`config.mk`:
```
export PLATFORM = sky130hd
export DESIGN_NAME = field_tag_decoder_flat
export DESIGN_NICKNAME = d
export VERILOG_FILES = /design/src/rtl/field_tag_decoder_if.sv /design/src/rtl/field_tag_decoder.sv /design/src/flat_wrapper.sv
export SDC_FILE = /design/constraint.sdc
export NUM_CORES = 1
export LEC_CHECK = 0
export CAP_MARGIN = 10
export CORE_ASPECT_RATIO = 0.9
export CORE_MARGIN = 2
export CORE_UTILIZATION = 40
export DETAILED_ROUTE_END_ITERATION = 8
export MAX_ROUTING_LAYER = met4
export PLACE_DENSITY = 0.63
export REMOVE_ABC_BUFFERS = 1
export SETUP_SLACK_MARGIN = 0.4
export SKIP_LAST_GASP = 1
export SLEW_MARGIN = 20
export SYNTH_ARGS = -nofsm -noshare
export SYNTH_HDL_FRONTEND = slang
export SYNTH_SLANG_ARGS = --single-unit
```
`constraint.sdc`:
```
create_clock -name clk_i -period 4.3 [get_ports clk_i]
set_input_delay 0.86 -clock clk_i [delete_from_list [all_inputs] [get_ports clk_i]]
set_output_delay 0.86 -clock clk_i [all_outputs]
set_load 0.05 [all_outputs]
```
`src/rtl/field_tag_decoder_if.sv`:
```
// Byte-in / descriptor-out / payload-out bundle for the protobuf tag decoder.
// slave is the decoder's view; master is the view of whoever drives it.
interface field_tag_decoder_if #(
  parameter int FIELD_ID_W = 16,
  parameter int LEN_W      = 32
);
  logic [7:0]            s_data_i;
  logic                  s_valid_i;
  logic                  s_last_i;
  logic                  s_rdy_o;
  logic [FIELD_ID_W-1:0] field_id_o;
  logic [2:0]            wire_type_o;
  logic [LEN_W-1:0]      length_o;
  logic                  field_id_valid_o;
  logic                  field_id_rdy_i;
  logic [7:0]            m_data_o;
  logic                  m_valid_o;
  logic                  m_last_o;
  logic                  m_rdy_i;
  logic                  err_o;

  modport slave (
    input  s_data_i, s_valid_i, s_last_i, field_id_rdy_i, m_rdy_i,
    output s_rdy_o, field_id_o, wire_type_o, length_o, field_id_valid_o,
           m_data_o, m_valid_o, m_last_o, err_o
  );

  modport master (
    output s_data_i, s_valid_i, s_last_i, field_id_rdy_i, m_rdy_i,
    input  s_rdy_o, field_id_o, wire_type_o, length_o, field_id_valid_o,
           m_data_o, m_valid_o, m_last_o, err_o
  );
endinterface

```
`src/rtl/field_tag_decoder.sv`:
```
// Protobuf key/length varint decoder: descriptor 1 cycle after the terminating byte, payload via a 1-entry skid.
// Input stalls while a descriptor waits for field_id_rdy_i or the payload register is full and not draining.
module field_tag_decoder #(
  parameter int FIELD_ID_W       = 16,
  parameter int LEN_W            = 32,
  parameter int MAX_VARINT_BYTES = 5
) (
  input logic               clk_i,
  input logic               reset_i,
  field_tag_decoder_if.slave bus
);

  localparam int ACC_W = 7 * MAX_VARINT_BYTES;
  localparam int VC_W  = 4;

  typedef enum logic [2:0] {KEY, LEN, DESC, PAYLOAD, DRAIN} state_t;

  state_t                state;
  logic                  live;
  logic [ACC_W-1:0]      acc;
  logic [VC_W-1:0]       vcnt;
  logic [LEN_W-1:0]      cnt;
  logic [FIELD_ID_W-1:0] fid_q;
  logic [2:0]            wt_q;
  logic [LEN_W-1:0]      len_q;
  logic                  desc_vld;
  logic [7:0]            m_dat;
  logic                  m_vld;
  logic                  m_lst;
  logic                  err;

  logic                  s_rdy;
  logic                  take;
  logic                  cont;
  logic [ACC_W-1:0]      acc_nxt;
  logic [2:0]            key_wt;
  logic                  key_wt_ok;
  logic                  fid_zero;
  logic                  fid_ovf;
  logic                  len_ovf;
  logic                  len_nz;
  logic                  vovf;
  logic                  key_bad;
  logic                  len_bad;
  logic                  pay_last;
  logic                  wt0_ovl;

  always_comb begin
    s_rdy = 1'b0;
    case (state)
      KEY, LEN, DRAIN: s_rdy = live;
      PAYLOAD:         s_rdy = live && (!m_vld || bus.m_rdy_i);
      default:         s_rdy = 1'b0;
    endcase
  end

  // Full-width accumulator so over-wide keys/lengths are detected, never truncated.
  always_comb begin
    take      = bus.s_valid_i && s_rdy;
    cont      = bus.s_data_i[7];
    acc_nxt   = acc | (ACC_W'(bus.s_data_i[6:0]) << (7 * vcnt));
    key_wt    = acc_nxt[2:0];
    key_wt_ok = (key_wt == 3'd0) || (key_wt == 3'd1) || (key_wt == 3'd2) || (key_wt == 3'd5);
    fid_zero  = (acc_nxt >> 3) == '0;
    fid_ovf   = (acc_nxt >> (FIELD_ID_W + 3)) != '0;
    len_ovf   = (acc_nxt >> LEN_W) != '0;
    len_nz    = acc_nxt != '0;
    vovf      = vcnt == VC_W'(MAX_VARINT_BYTES);
    key_bad   = vovf || bus.s_last_i || (!cont && (!key_wt_ok || fid_zero || fid_ovf));
    len_bad   = vovf || (!cont && len_ovf) || (bus.s_last_i && (cont || len_nz));
    pay_last  = (wt_q == 3'd0) ? !cont : (cnt == LEN_W'(1));
    wt0_ovl   = (wt_q == 3'd0) && cont && (vcnt == VC_W'(9));
  end

  always_ff @(posedge clk_i) begin
    if (reset_i) begin
      state    <= KEY;
      live     <= 1'b0;
      acc      <= '0;
      vcnt     <= '0;
      cnt      <= '0;
      fid_q    <= '0;
      wt_q     <= '0;
      len_q    <= '0;
      desc_vld <= 1'b0;
      m_dat    <= '0;
      m_vld    <= 1'b0;
      m_lst    <= 1'b0;
      err      <= 1'b0;
    end else begin
      live <= 1'b1;
      if (m_vld && bus.m_rdy_i) begin
        m_vld <= 1'b0;
        m_lst <= 1'b0;
      end
      case (state)
        KEY: if (take) begin
          if (key_bad) begin
            err   <= 1'b1;
            state <= bus.s_last_i ? KEY : DRAIN;
            acc   <= '0;
            vcnt  <= '0;
          end else if (cont) begin
            acc  <= acc_nxt;
            vcnt <= vcnt + 1'b1;
          end else begin
            acc   <= '0;
            vcnt  <= '0;
            fid_q <= acc_nxt[FIELD_ID_W+2:3];
            wt_q  <= key_wt;
            if (key_wt == 3'd2) begin
              state <= LEN;
            end else begin
              len_q    <= (key_wt == 3'd1) ? LEN_W'(8) : (key_wt == 3'd5) ? LEN_W'(4) : '0;
              desc_vld <= 1'b1;
              state    <= DESC;
            end
          end
        end
        LEN: if (take) begin
          if (len_bad) begin
            err   <= 1'b1;
            state <= bus.s_last_i ? KEY : DRAIN;
            acc   <= '0;
            vcnt  <= '0;
          end else if (cont) begin
            acc  <= acc_nxt;
            vcnt <= vcnt + 1'b1;
          end else begin
            acc      <= '0;
            vcnt     <= '0;
            len_q    <= acc_nxt[LEN_W-1:0];
            desc_vld <= 1'b1;
            state    <= DESC;
          end
        end
        DESC: if (bus.field_id_rdy_i) begin
          desc_vld <= 1'b0;
          cnt      <= len_q;
          vcnt     <= '0;
          state    <= ((wt_q == 3'd2) && (len_q == '0)) ? KEY : PAYLOAD;
        end
        PAYLOAD: if (take) begin
          if (wt0_ovl) begin
            err   <= 1'b1;
            vcnt  <= '0;
            state <= bus.s_last_i ? KEY : DRAIN;
          end else begin
            m_dat <= bus.s_data_i;
            m_vld <= 1'b1;
            // A premature s_last still closes the field so downstream is not left open.
            m_lst <= pay_last || bus.s_last_i;
            if (wt_q == 3'd0) vcnt <= vcnt + 1'b1;
            else              cnt  <= cnt - 1'b1;
            if (bus.s_last_i && !pay_last) err <= 1'b1;
            if (pay_last || bus.s_last_i) begin
              vcnt  <= '0;
              state <= KEY;
            end
          end
        end
        DRAIN: if (take && bus.s_last_i) state <= KEY;
        default: state <= KEY;
      endcase
    end
  end

  assign bus.s_rdy_o          = s_rdy;
  assign bus.field_id_o       = fid_q;
  assign bus.wire_type_o      = wt_q;
  assign bus.length_o         = len_q;
  assign bus.field_id_valid_o = desc_vld;
  assign bus.m_data_o         = m_dat;
  assign bus.m_valid_o        = m_vld;
  assign bus.m_last_o         = m_lst;
  assign bus.err_o            = err;

endmodule

```
`src/flat_wrapper.sv`:
```
// flat-port wrapper written by rule: the top's interface ports become plain ports
module field_tag_decoder_flat 
#(
  parameter int FIELD_ID_W       = 16,
  parameter int LEN_W            = 32,
  parameter int MAX_VARINT_BYTES = 5
)
  (clk_i, reset_i, bus_s_data_i, bus_s_valid_i, bus_s_last_i, bus_field_id_rdy_i, bus_m_rdy_i, bus_s_rdy_o, bus_field_id_o, bus_wire_type_o, bus_length_o, bus_field_id_valid_o, bus_m_data_o, bus_m_valid_o, bus_m_last_o, bus_err_o);
  field_tag_decoder_if #(.FIELD_ID_W(FIELD_ID_W), .LEN_W(LEN_W)) bus_i ();
  input logic clk_i;
  input logic reset_i;
  input wire logic [$bits(bus_i.s_data_i)-1:0] bus_s_data_i;
  input wire logic [$bits(bus_i.s_valid_i)-1:0] bus_s_valid_i;
  input wire logic [$bits(bus_i.s_last_i)-1:0] bus_s_last_i;
  input wire logic [$bits(bus_i.field_id_rdy_i)-1:0] bus_field_id_rdy_i;
  input wire logic [$bits(bus_i.m_rdy_i)-1:0] bus_m_rdy_i;
  output wire logic [$bits(bus_i.s_rdy_o)-1:0] bus_s_rdy_o;
  output wire logic [$bits(bus_i.field_id_o)-1:0] bus_field_id_o;
  output wire logic [$bits(bus_i.wire_type_o)-1:0] bus_wire_type_o;
  output wire logic [$bits(bus_i.length_o)-1:0] bus_length_o;
  output wire logic [$bits(bus_i.field_id_valid_o)-1:0] bus_field_id_valid_o;
  output wire logic [$bits(bus_i.m_data_o)-1:0] bus_m_data_o;
  output wire logic [$bits(bus_i.m_valid_o)-1:0] bus_m_valid_o;
  output wire logic [$bits(bus_i.m_last_o)-1:0] bus_m_last_o;
  output wire logic [$bits(bus_i.err_o)-1:0] bus_err_o;
  assign bus_i.s_data_i = bus_s_data_i;
  assign bus_i.s_valid_i = bus_s_valid_i;
  assign bus_i.s_last_i = bus_s_last_i;
  assign bus_i.field_id_rdy_i = bus_field_id_rdy_i;
  assign bus_i.m_rdy_i = bus_m_rdy_i;
  assign bus_s_rdy_o = bus_i.s_rdy_o;
  assign bus_field_id_o = bus_i.field_id_o;
  assign bus_wire_type_o = bus_i.wire_type_o;
  assign bus_length_o = bus_i.length_o;
  assign bus_field_id_valid_o = bus_i.field_id_valid_o;
  assign bus_m_data_o = bus_i.m_data_o;
  assign bus_m_valid_o = bus_i.m_valid_o;
  assign bus_m_last_o = bus_i.m_last_o;
  assign bus_err_o = bus_i.err_o;
  field_tag_decoder #(.FIELD_ID_W(FIELD_ID_W), .LEN_W(LEN_W), .MAX_VARINT_BYTES(MAX_VARINT_BYTES)) u_core (.clk_i(clk_i), .reset_i(reset_i), .bus(bus_i));
endmodule
```
==> results of run 1 <==
==> synthesized netlist by cell type, types with 6 or more instances <==
library cell / count / share of area
a211oi_1: 30 / 0.033
a21oi_1: 99 / 0.073
a22oi_1: 9 / 0.010
a31oi_1: 9 / 0.0083
a41oi_1: 6 / 0.0077
and3_1: 6 / 0.0055
clkbuf_1: 61 / 0.034
dfxtp_1: 138 / 0.41
inv_1: 11 / 0.0061
nand2_1: 91 / 0.050
nand3_1: 25 / 0.018
nand4_1: 9 / 0.0083
nor2_1: 72 / 0.040
nor3_1: 16 / 0.012
nor4_1: 20 / 0.018
o21ai_0: 92 / 0.068
o21ai_1: 11 / 0.0081
o31ai_1: 6 / 0.0066
or3_1: 8 / 0.0074
or4_1: 37 / 0.041
==> repair_timing <==
| item | in CTS | in global routing |
|---|---|---|
| setup endpoints to repair | 0 | 18 |
| endpoints found under the hold margin | 0 | 0 |
| gates resized for setup | 0 | 0 |
==> sequential cells by signal, summed over array words and instances (netlist names) <==
register / flops
u_core.acc: 35
u_core.bus.length_o: 32
u_core.cnt: 32
u_core.bus.field_id_o: 16
u_core.bus.m_data_o: 8
u_core.vcnt: 4
u_core.bus.wire_type_o: 3
u_core.state: 3
u_core.bus.err_o: 1
u_core.bus.field_id_valid_o: 1
u_core.bus.m_last_o: 1
u_core.bus.m_valid_o: 1
u_core.live: 1
==> stage by stage <==
stage | worst slack, ps | total power, W | cells | hold WS, ps
floorplan | -1080 | 0.00214 | 795 | 426
global placement | 231 | 0.00254 | 1116 | 436
detailed placement | 140 | 0.00254 | 1116 | 444
CTS | 503 | 0.00406 | 1148 | 455
global route | 438 | 0.00429 | 1150 | 478
finish | 518 | 0.00408 | 1150 | 454
==> cells by family (layout without fill, tap and decap cells) <==
group / Yosys count / after routing / share of synthesized area
compound gates: 327 / 329 / 0.298
fa+ha+maj: 4 / 4 / 0.00737
buf+inv: 83 / 154 / 0.0499
flops: 138 / 138 / 0.407
mux: 1 / 1 / 0.00147
simple gates: 313 / 313 / 0.236
==> worst min-delay path, cell delays in order, from the launching register on <==
cell	delay (ps)
dfxtp_1	310
nand2_1	50
a21oi_1	50
==> power by group <==
| part | internal [W] | total (W) | switching, W | leakage (nW) |
|---|---|---|---|---|
| clock | 0.000934 | 0.00153 | 0.000595 | 0.302 |
| sequential | 0.00134 | 0.00141 | 0.0000738 | 1.11 |
| combinational | 0.000356 | 0.00114 | 0.000785 | 1.40 |
==> routing by layer <==
layer / share of wire / wire length [um] / vias to the layer above / GRT usage
met2: 0.44 / 9580 / 287 / 0.345
li1: - / - / 3392 / -
met3: 0.078 / 1720 / 25 / 0.0558
met1: 0.47 / 10400 / 3284 / 0.358
met4: 0.016 / 343 / 0 / 0.0629
met5: 0 / 0 / - / -
==> final cells by class <==
type | count | area, sq um
Fill cell | 1613 | 8260
Multi-Input combinational cell | 647 | 3740
Sequential cell | 138 | 2760
Timing Repair Buffer | 110 | 1040
Clock buffer | 19 | 443
Tap cell | 211 | 264
Clock inverter | 13 | 166
Inverter | 12 | 45.0
==> path summary, 6_finish.rpt <==
path / end / depth (start not counted) / slack (ps)
worst min-delay path: u_core.bus.m_data_o[4] / 2 / 450
worst min register to register: u_core.bus.m_data_o[4] / 2 / 450
worst max register to register: u_core.bus.length_o[29] / 7 / 910
worst max-delay path: u_core.bus.length_o[29] / 8 / 520
==> flow_summary.toml, run 1 <==
[worst_hold_path]
hold_class = "register to register"
hp-start = "u_core.bus.m_data_o[4]"

[finish]
final_common_cell = "dfxtp_1"
syn_to_final_growth_pct = 24.6
fin_area_sq_um = 8460
mostFrequentLayoutCells = "dfxtp_1, a21oi_1, o21ai_0"
drive_gt1_frac = 0.0863
nets = 944
fin_util = 0.506
antennaDiodeCount = 0

[sta]
achievable-frequency_mhz = 264
finalCritPeriodShare = 0.880
worstMarginPinSlew_ps = 960
relSlewSlack = 0.359
hold_viol_final = 0
fin_setup_tns_ps = 0
fin_crit_ps = 3780
drv_slew = 0
rsz0062_at_grt = "false"
setup_viol = 0
fin_worst_skew_ps = 11.4

[critical_path]
worstSetupPathType = "input port to register"
setup.worst_path.start = "bus_s_data_i[0]"
crit_family = "compound AO/OA/AOI/OAI gates"
timing.critical_path.buf_inv = 1
slowest_delay_ps = 580
cp_max_fo = 15
cpMaxStageDelayCell = "o41a_1"
arrival_ps = 4120
end_kind = "register"
path_cells = "clkdlybuf4s50_1, or3_1, o41ai_1, nand3_1, o41a_1, a211o_4, or4_1, a21oi_1"
startpoint_type = "input port"
reg2reg_from = "u_core.vcnt[2]"
crit_required_ps = 4640

[detailed_routing]
route.detailed.drc = 0
first_pass_iters = 5
vias = 6988
post_drt_wl_per_cell_um = 19.1
drt-initial-drc-count = 811
viasPerCell = 6.08
finalWirelength_um = 22000
ant_nets = 0

[clock_tree]
cts-buffers-inserted = 17
clk_latency_ps = 430
clock-sinks = 138
clock_path_buffers = 2
root_buffer = "clkbuf_16"
post_cts_buffers = 0
holdBufCountCts = 0
cts_tree = "yes"
clk_pin_slew_ps = 60
htree_levels = 4

[global_route]
track_usage = 0.247
grt_max_degree = 64
overflow = 0
grt_pass1_wl_um = 34300
grt_antenna_before_repair = 0
grt_pass1_vias = 6058

[floorplanning]
die_w_um = 141
start_util = 0.406
fp-row-count = 45
fp.dieH_um = 128
dieArea_sq_um = 18000
core_area_sq_um = 16700
pin_count = 78

[run]
drv_cap = 0

[power]
power_density_nw_per_um2 = 482
power_leakage_nw = 2.82
ir_worst_vdd_mv = 0.232

[placed_design]
place_congestion = 0.953
dp_hpwl_um = 14700
io_buffers = 77
dpl-instance-area_sq_um = 7830

[yosys]
postSynthCellCount = 866
async_reset_ff_frac = 0
synth-main-ff-cell = "dfxtp_1"
ys.warnings.count = 0
syn_area_sq_um = 6790
synth_edf_count = 0
ys_seq_elements = 138
avgSynthCellArea_sq_um = 7.84
seq_area_frac_synth = 0.407
yosysUniqueCellTypes = 65

[run_status]
status = "complete, no violations"
Note: power is estimated with default switching activity, not from simulation.
==> run 2, diff against run 1 <==
--- a/config.mk
+++ b/config.mk
@@ -7,7 +7,7 @@
 export LEC_CHECK = 0
 export CAP_MARGIN = 10
 export CORE_ASPECT_RATIO = 0.9
-export CORE_MARGIN = 2
+export CORE_MARGIN = 4
 export CORE_UTILIZATION = 40
 export DETAILED_ROUTE_END_ITERATION = 8
 export MAX_ROUTING_LAYER = met4
==> run 2 against run 1 <==
- sequential share of layout area decreased by 0.082 points
- wire length increased by 0.37%
- clock power about the same
- worst setup slack improved by 35 ps
- critical path type unchanged
- largest power group unchanged
==> flow_summary.toml, run 2 (synthesized netlist as in run 1, its figures left out) <==
[critical_path]
rrSetupSlack_ps = 880
worstSetupPathType = "input port to register"
crit_required_ps = 4650
end_kind = "register"
slowest_delay_ps = 580
arrival_ps = 4100
reg2reg_from = "u_core.vcnt[3]"
cpMaxStageDelayCell = "or4_1"
cp_max_fo = 30
reg2regPathDepth = 8
r2r-end = "u_core.bus.length_o[5]"
path_cells = "clkdlybuf4s50_1, or2_2, a2111oi_2, nand4_1, o41a_1, a211o_4, or4_1, a21oi_1"
startpoint_type = "input port"

[worst_hold_path]
hold_class = "register to register"
min_path_cells = 2
hp-start = "u_core.acc[19]"
holdPathEnd = "u_core.acc[19]"

[sta]
relSlewSlack = 0.384
finalCritPeriodShare = 0.872
setup_viol = 0
drv_slew = 0
fin_setup_tns_ps = 0
hold_viol_final = 0
achievable-frequency_mhz = 267
fin_worst_skew_ps = 12.2
worstMarginPinSlew_ps = 921
fin_crit_ps = 3750
rsz0062_at_grt = "false"

[run_status]
status = "complete, no violations"

[finish]
final-seq-area_sq_um = 2760
mostFrequentLayoutCells = "dfxtp_1, a21oi_1, o21ai_0"
nets = 949
multi_input_area_sq_um = 3730
drive_gt1_frac = 0.0900
fin_area_sq_um = 8480
nFillCells = 1572
fin_util = 0.517
syn_to_final_growth_pct = 24.9
fin_cells = 1151
largest_reg_flops = 35
regMostFlops = "u_core.acc"
antennaDiodeCount = 0
final_common_cell = "dfxtp_1"

[clock_tree]
root_buffer = "clkbuf_16"
cts-buffers-inserted = 17
clock-sinks = 138
clk_latency_ps = 420
htree_levels = 4
holdBufCountCts = 0
cts_tree = "yes"
clock_path_buffers = 2
clk_pin_slew_ps = 60

[floorplanning]
fp-row-count = 44
start_util = 0.414
core_area_sq_um = 16400
fp.dieH_um = 132
pin_count = 78
die_w_um = 145
dieArea_sq_um = 19100

[detailed_routing]
viasPerCell = 6.10
finalWirelength_um = 22100
route.detailed.drc = 0
first_pass_iters = 5
ant_nets = 0
vias = 7022
drt-initial-drc-count = 625
post_drt_wl_per_cell_um = 19.2

[placed_design]
dp.cells = 1118
dpl-instance-area_sq_um = 7860
io_buffers = 77
dp_hpwl_um = 15100
place_congestion = 0.942

[power]
power_w = 0.00407
ir_worst_vdd_mv = 0.293
power_leakage_nw = 2.83
power_density_nw_per_um2 = 480

[global_route]
overflow = 0
grt_pass1_vias = 6235
grt_antenna_before_repair = 0
track_usage = 0.231
grt_pass1_wl_um = 35200
grt_max_degree = 61

[run]
drv_cap = 0
[run 2: changes by cell type in the layout (fill, tap and decap cells not counted), sizes merged]
cell / change
clkbuf: +5
inv: -3
buf: +6
a211o: -1
clkinv: -3
bufinv: -1
clkinvlp: +2
[run 2: final cells by class]
class                           count  share of cell area
Timing Repair Buffer              116               0.127
Clock inverter                      8              0.0130
Sequential cell                   138               0.326
Clock buffer                       24              0.0592
Multi-Input combinational cell    646               0.440
Tap cell                          207              0.0305
Inverter                           12             0.00531
[run 2: metal layers]
metal	part of all wire	global-route usage	vias to the layer above
met3	0.061	0.0396	29
met5	0	-	-
li1	-	-	3394
met4	0.015	0.0612	0
met1	0.49	0.342	3317
met2	0.43	0.322	282
[run 2: stage by stage]
| step | worst slack, ps | hold slack [ps] |
|---|---|---|
| finish | 552 | 456 |
| global route | 414 | 474 |
| CTS | 503 | 455 |
| detailed placement | 77.6 | 445 |
| global placement | 157 | 435 |
| floorplan | -1080 | 426 |
[run 2: worst max-delay path: cells and delay by family]
kind,cells,cell delay [ps]
compound gates,4,1540
simple gates,3,1170
buf+inv,1,500
[run 2: power breakdown]
part | total, W | switching, W | internal [W] | leakage, nW
clock | 0.00151 | 0.000575 | 0.000936 | 0.293
combinational | 0.00115 | 0.000804 | 0.000349 | 1.42
sequential | 0.00140 | 0.0000673 | 0.00134 | 1.11
total | 0.00407 | 0.00145 | 0.00262 | 2.83
[run 2: timing repair]
item,CTS,global route
resized for setup,0,1
endpoints found under the setup margin,0,29
buffers inserted,0,0
[run 2: how the worst max path moves through the flow]
stage                          startpoint                       end
after floorplan           bus_s_data_i[5]  u_core.bus.field_id_o[0]
after global placement    bus_s_data_i[7]   u_core.bus.length_o[27]
after detailed placement  bus_s_data_i[0]   u_core.bus.length_o[11]
after CTS                 bus_s_data_i[0]    u_core.bus.length_o[7]
after global routing      bus_s_data_i[0]    u_core.bus.length_o[6]
final                     bus_s_data_i[0]    u_core.bus.length_o[5]
==> run 3, diff against run 2 <==
--- a/config.mk
+++ b/config.mk
@@ -5,6 +5,7 @@
 export SDC_FILE = /design/constraint.sdc
 export NUM_CORES = 1
 export LEC_CHECK = 0
+export ABC_AREA = 1
 export CAP_MARGIN = 10
 export CORE_ASPECT_RATIO = 0.9
 export CORE_MARGIN = 4
==> run 3 against run 2 <==
- worst hold slack got worse by 9.7 ps
- wire length is 3.7% higher
- fmax is 5.4% higher
- register-to-register slack worse by 30 ps
- via count is 11% higher
- total power rose by 22%
- worst setup slack gained 190 ps
- die area rose by 8.7%
- synthesized cell count increased by 33%
- core utilization fell by 1.3 points
- critical path depth up 6
- largest cell class unchanged
==> flow_summary.toml, run 3 <==
[run_status]
status = "complete, no violations"

[yosys]
ys_seq_elements = 138
yosysUniqueCellTypes = 44
synthTopCellsByArea = "dfxtp_1, nand2_1, nor2_1"
syn_area_sq_um = 7420
synth_top_area_share = 0.372
seq_area_frac_synth = 0.372
synth_common_cells = "nand2_1, nor2_1, dfxtp_1"
synth_area_leader_cell = "dfxtp_1"
async_reset_ff_frac = 0
synth_edf_count = 0
ys.warnings.count = 0
postSynthCellCount = 1148
avgSynthCellArea_sq_um = 6.46
yosysMostFrequentCell = "nand2_1"
synth-main-ff-cell = "dfxtp_1"

[placed_design]
dp.cells = 1428
place_congestion = 0.982
io_buffers = 77
dpl-instance-area_sq_um = 8380
dp_hpwl_um = 16000
pre_cts_ws_ps = 435

[clock_tree]
clk_pin_slew_ps = 60
clock-sinks = 138
htree_levels = 4
cts-buffers-inserted = 17
clk_latency_ps = 420
cts_tree = "yes"
clock_path_buffers = 2
holdBufCountCts = 0
post_cts_buffers = 0
root_buffer = "clkbuf_16"
cts_resized = 0

[detailed_routing]
drt-initial-drc-count = 723
vias = 7768
route.detailed.drc = 0
first_pass_iters = 5
post_drt_wl_per_cell_um = 15.7
finalWirelength_um = 22900
ant_nets = 0
viasPerCell = 5.32

[critical_path]
rrSetupSlack_ps = 850
cp.depth = 14
path_cells = "clkdlybuf4s50_1, nand2_1, inv_1, nand3_1, nand2_1, nor2_1, nand2_1, nor2_1, nand2_1, o21bai_2, nand2_1, clkinv_1, nand4_1, a21oi_1"
cp_common_cell = "nand2_1"
crit_family = "buffers and inverters"
crit_required_ps = 4560
end_kind = "register"
cpMaxStageDelayCell = "clkinv_1"
startpoint_type = "input port"
arrival_ps = 3820
cp_max_fo = 35
slowest_delay_ps = 860
reg2reg_from = "u_core.vcnt[1]"
r2r-end = "u_core.acc[31]"
setup.worst_path.start = "bus_s_data_i[0]"
reg2regPathDepth = 12
worstSetupPathType = "input port to register"
timing.critical_path.buf_inv = 3

[global_route]
track_usage = 0.229
grt_pass1_vias = 7033
grt_max_degree = 54
grt_pass1_wl_um = 36700
overflow = 0
grt_antenna_before_repair = 0

[run]
drv_cap = 0

[sta]
achievable-frequency_mhz = 281
fin_worst_skew_ps = 15.1
fin_ws_ps = 743
rsz0062_at_grt = "false"
fin_crit_ps = 3560
worstMarginPinSlew_ps = 1110
relSlewSlack = 0.256
hold_slack_ps = 447
hold_viol_final = 0
drv_slew = 0
finalCritPeriodShare = 0.827
fin_setup_tns_ps = 0
setup_viol = 0

[power]
p_switching_w = 0.00198
power_density_nw_per_um2 = 550
p_seq_frac = 0.293
ir_worst_vdd_mv = 0.262
p_comb_frac = 0.382
p_int_w = 0.00298
switching_share = 0.400
power_leakage_nw = 3.61
p_clk_frac = 0.325

[finish]
largest_reg_flops = 35
multi_input_area_sq_um = 4060
nFillCells = 1846
antennaDiodeCount = 0
final_common_cell = "nand2_1"
final-seq-area_sq_um = 2760
fin_area_sq_um = 9020
fin_cells = 1460
drive_gt1_frac = 0.0656
mostFrequentLayoutCells = "nand2_1, nor2_1, dfxtp_1"
regMostFlops = "u_core.acc"
nets = 1225
syn_to_final_growth_pct = 21.6

[floorplanning]
pin_count = 78
fp-row-count = 46
dieArea_sq_um = 20800
fp.dieH_um = 137
die_w_um = 152
core_area_sq_um = 17900
start_util = 0.414

[worst_hold_path]
min_path_cells = 2
hold_class = "register to register"
hp-start = "u_core.bus.err_o"
holdPathEnd = "u_core.bus.err_o"
[run 3: cell types whose count changed after synthesis, sizes merged, moves of 9 or more]
cell,delta
nand3,+61
nand2,+185
inv,+68
nand4,+30
or4,-37
a211oi,-26
clkbuf,-20
nor4,-13
o21ai,-54
o21bai,+13
xor2,+16
nor2,+143
buf,+10
a22oi,-9
[run 3: cell type report]
cell class / instances / share of cell area
sequential: 138 / 0.306
timing repair buffer: 101 / 0.105
clock inverter: 12 / 0.0218
multi-input combinational: 866 / 0.450
clock buffer: 20 / 0.0495
inverter: 83 / 0.0345
tap: 240 / 0.0333
[run 3: worst reg2reg max path, stage by stage, from the launching register on]
cell and delay (ps):
dfxtp_1 460, inv_1 460, nand3_1 220, o21bai_1 380
nor2_1 100, nand2_1 70, nor2_1 40, nand3_1 70
o21bai_2 80, nand2_1 120, clkinv_1 860, nand4_1 340
a21oi_1 100
[run 3: power groups by stage]
| stage | Clock [W] | Sequential (W) | Combinational [W] |
|---|---|---|---|
| after global placement | 0 | 0.00148 | 0.00186 |
| after floorplan | 0 | 0.00158 | 0.00118 |
| after CTS | 0.00163 | 0.00145 | 0.00187 |
| final | 0.00161 | 0.00146 | 0.00189 |
| after global routing | 0.00169 | 0.00147 | 0.00210 |
| after detailed placement | 0 | 0.00148 | 0.00186 |
[run 3: cells by family (layout without fill, tap and decap cells)]
kind of cell / Yosys count / in the layout / share of synthesized area
simple gates: 647 / 647 / 0.370
compound gates: 195 / 195 / 0.146
buf+inv: 144 / 216 / 0.0816
flops: 138 / 138 / 0.372
xor+xnor: 20 / 20 / 0.0236
fa+ha+maj: 4 / 4 / 0.00675
[run 3: per-layer routing]
metal / vias to the layer above / part of all wire / wire [um] / track usage
li1: 3884 / - / - / -
met1: 3597 / 0.49 / 11100 / 0.329
met2: 267 / 0.43 / 9850 / 0.332
met3: 20 / 0.069 / 1580 / 0.0467
met4: 0 / 0.014 / 316 / 0.0529
met5: - / 0 / 0 / -
[run 3: through the flow]
| step | total power [W] | utilization |
|---|---|---|
| finish | 0.00496 | 0.504 |
| global placement | 0.00334 | 0.468 |
| detailed placement | 0.00334 | 0.468 |
| floorplan | 0.00276 | - |
| global route | 0.00525 | 0.504 |
| CTS | 0.00496 | 0.504 |
[run 3: how the worst max path moves through the flow]
stage                     end
2_1_floorplan  u_core.cnt[14]
3_3_place_gp   u_core.acc[25]
3_5_place_dp   u_core.acc[31]
4_1_cts        u_core.acc[31]
5_1_grt        u_core.acc[34]
6_report       u_core.acc[31]
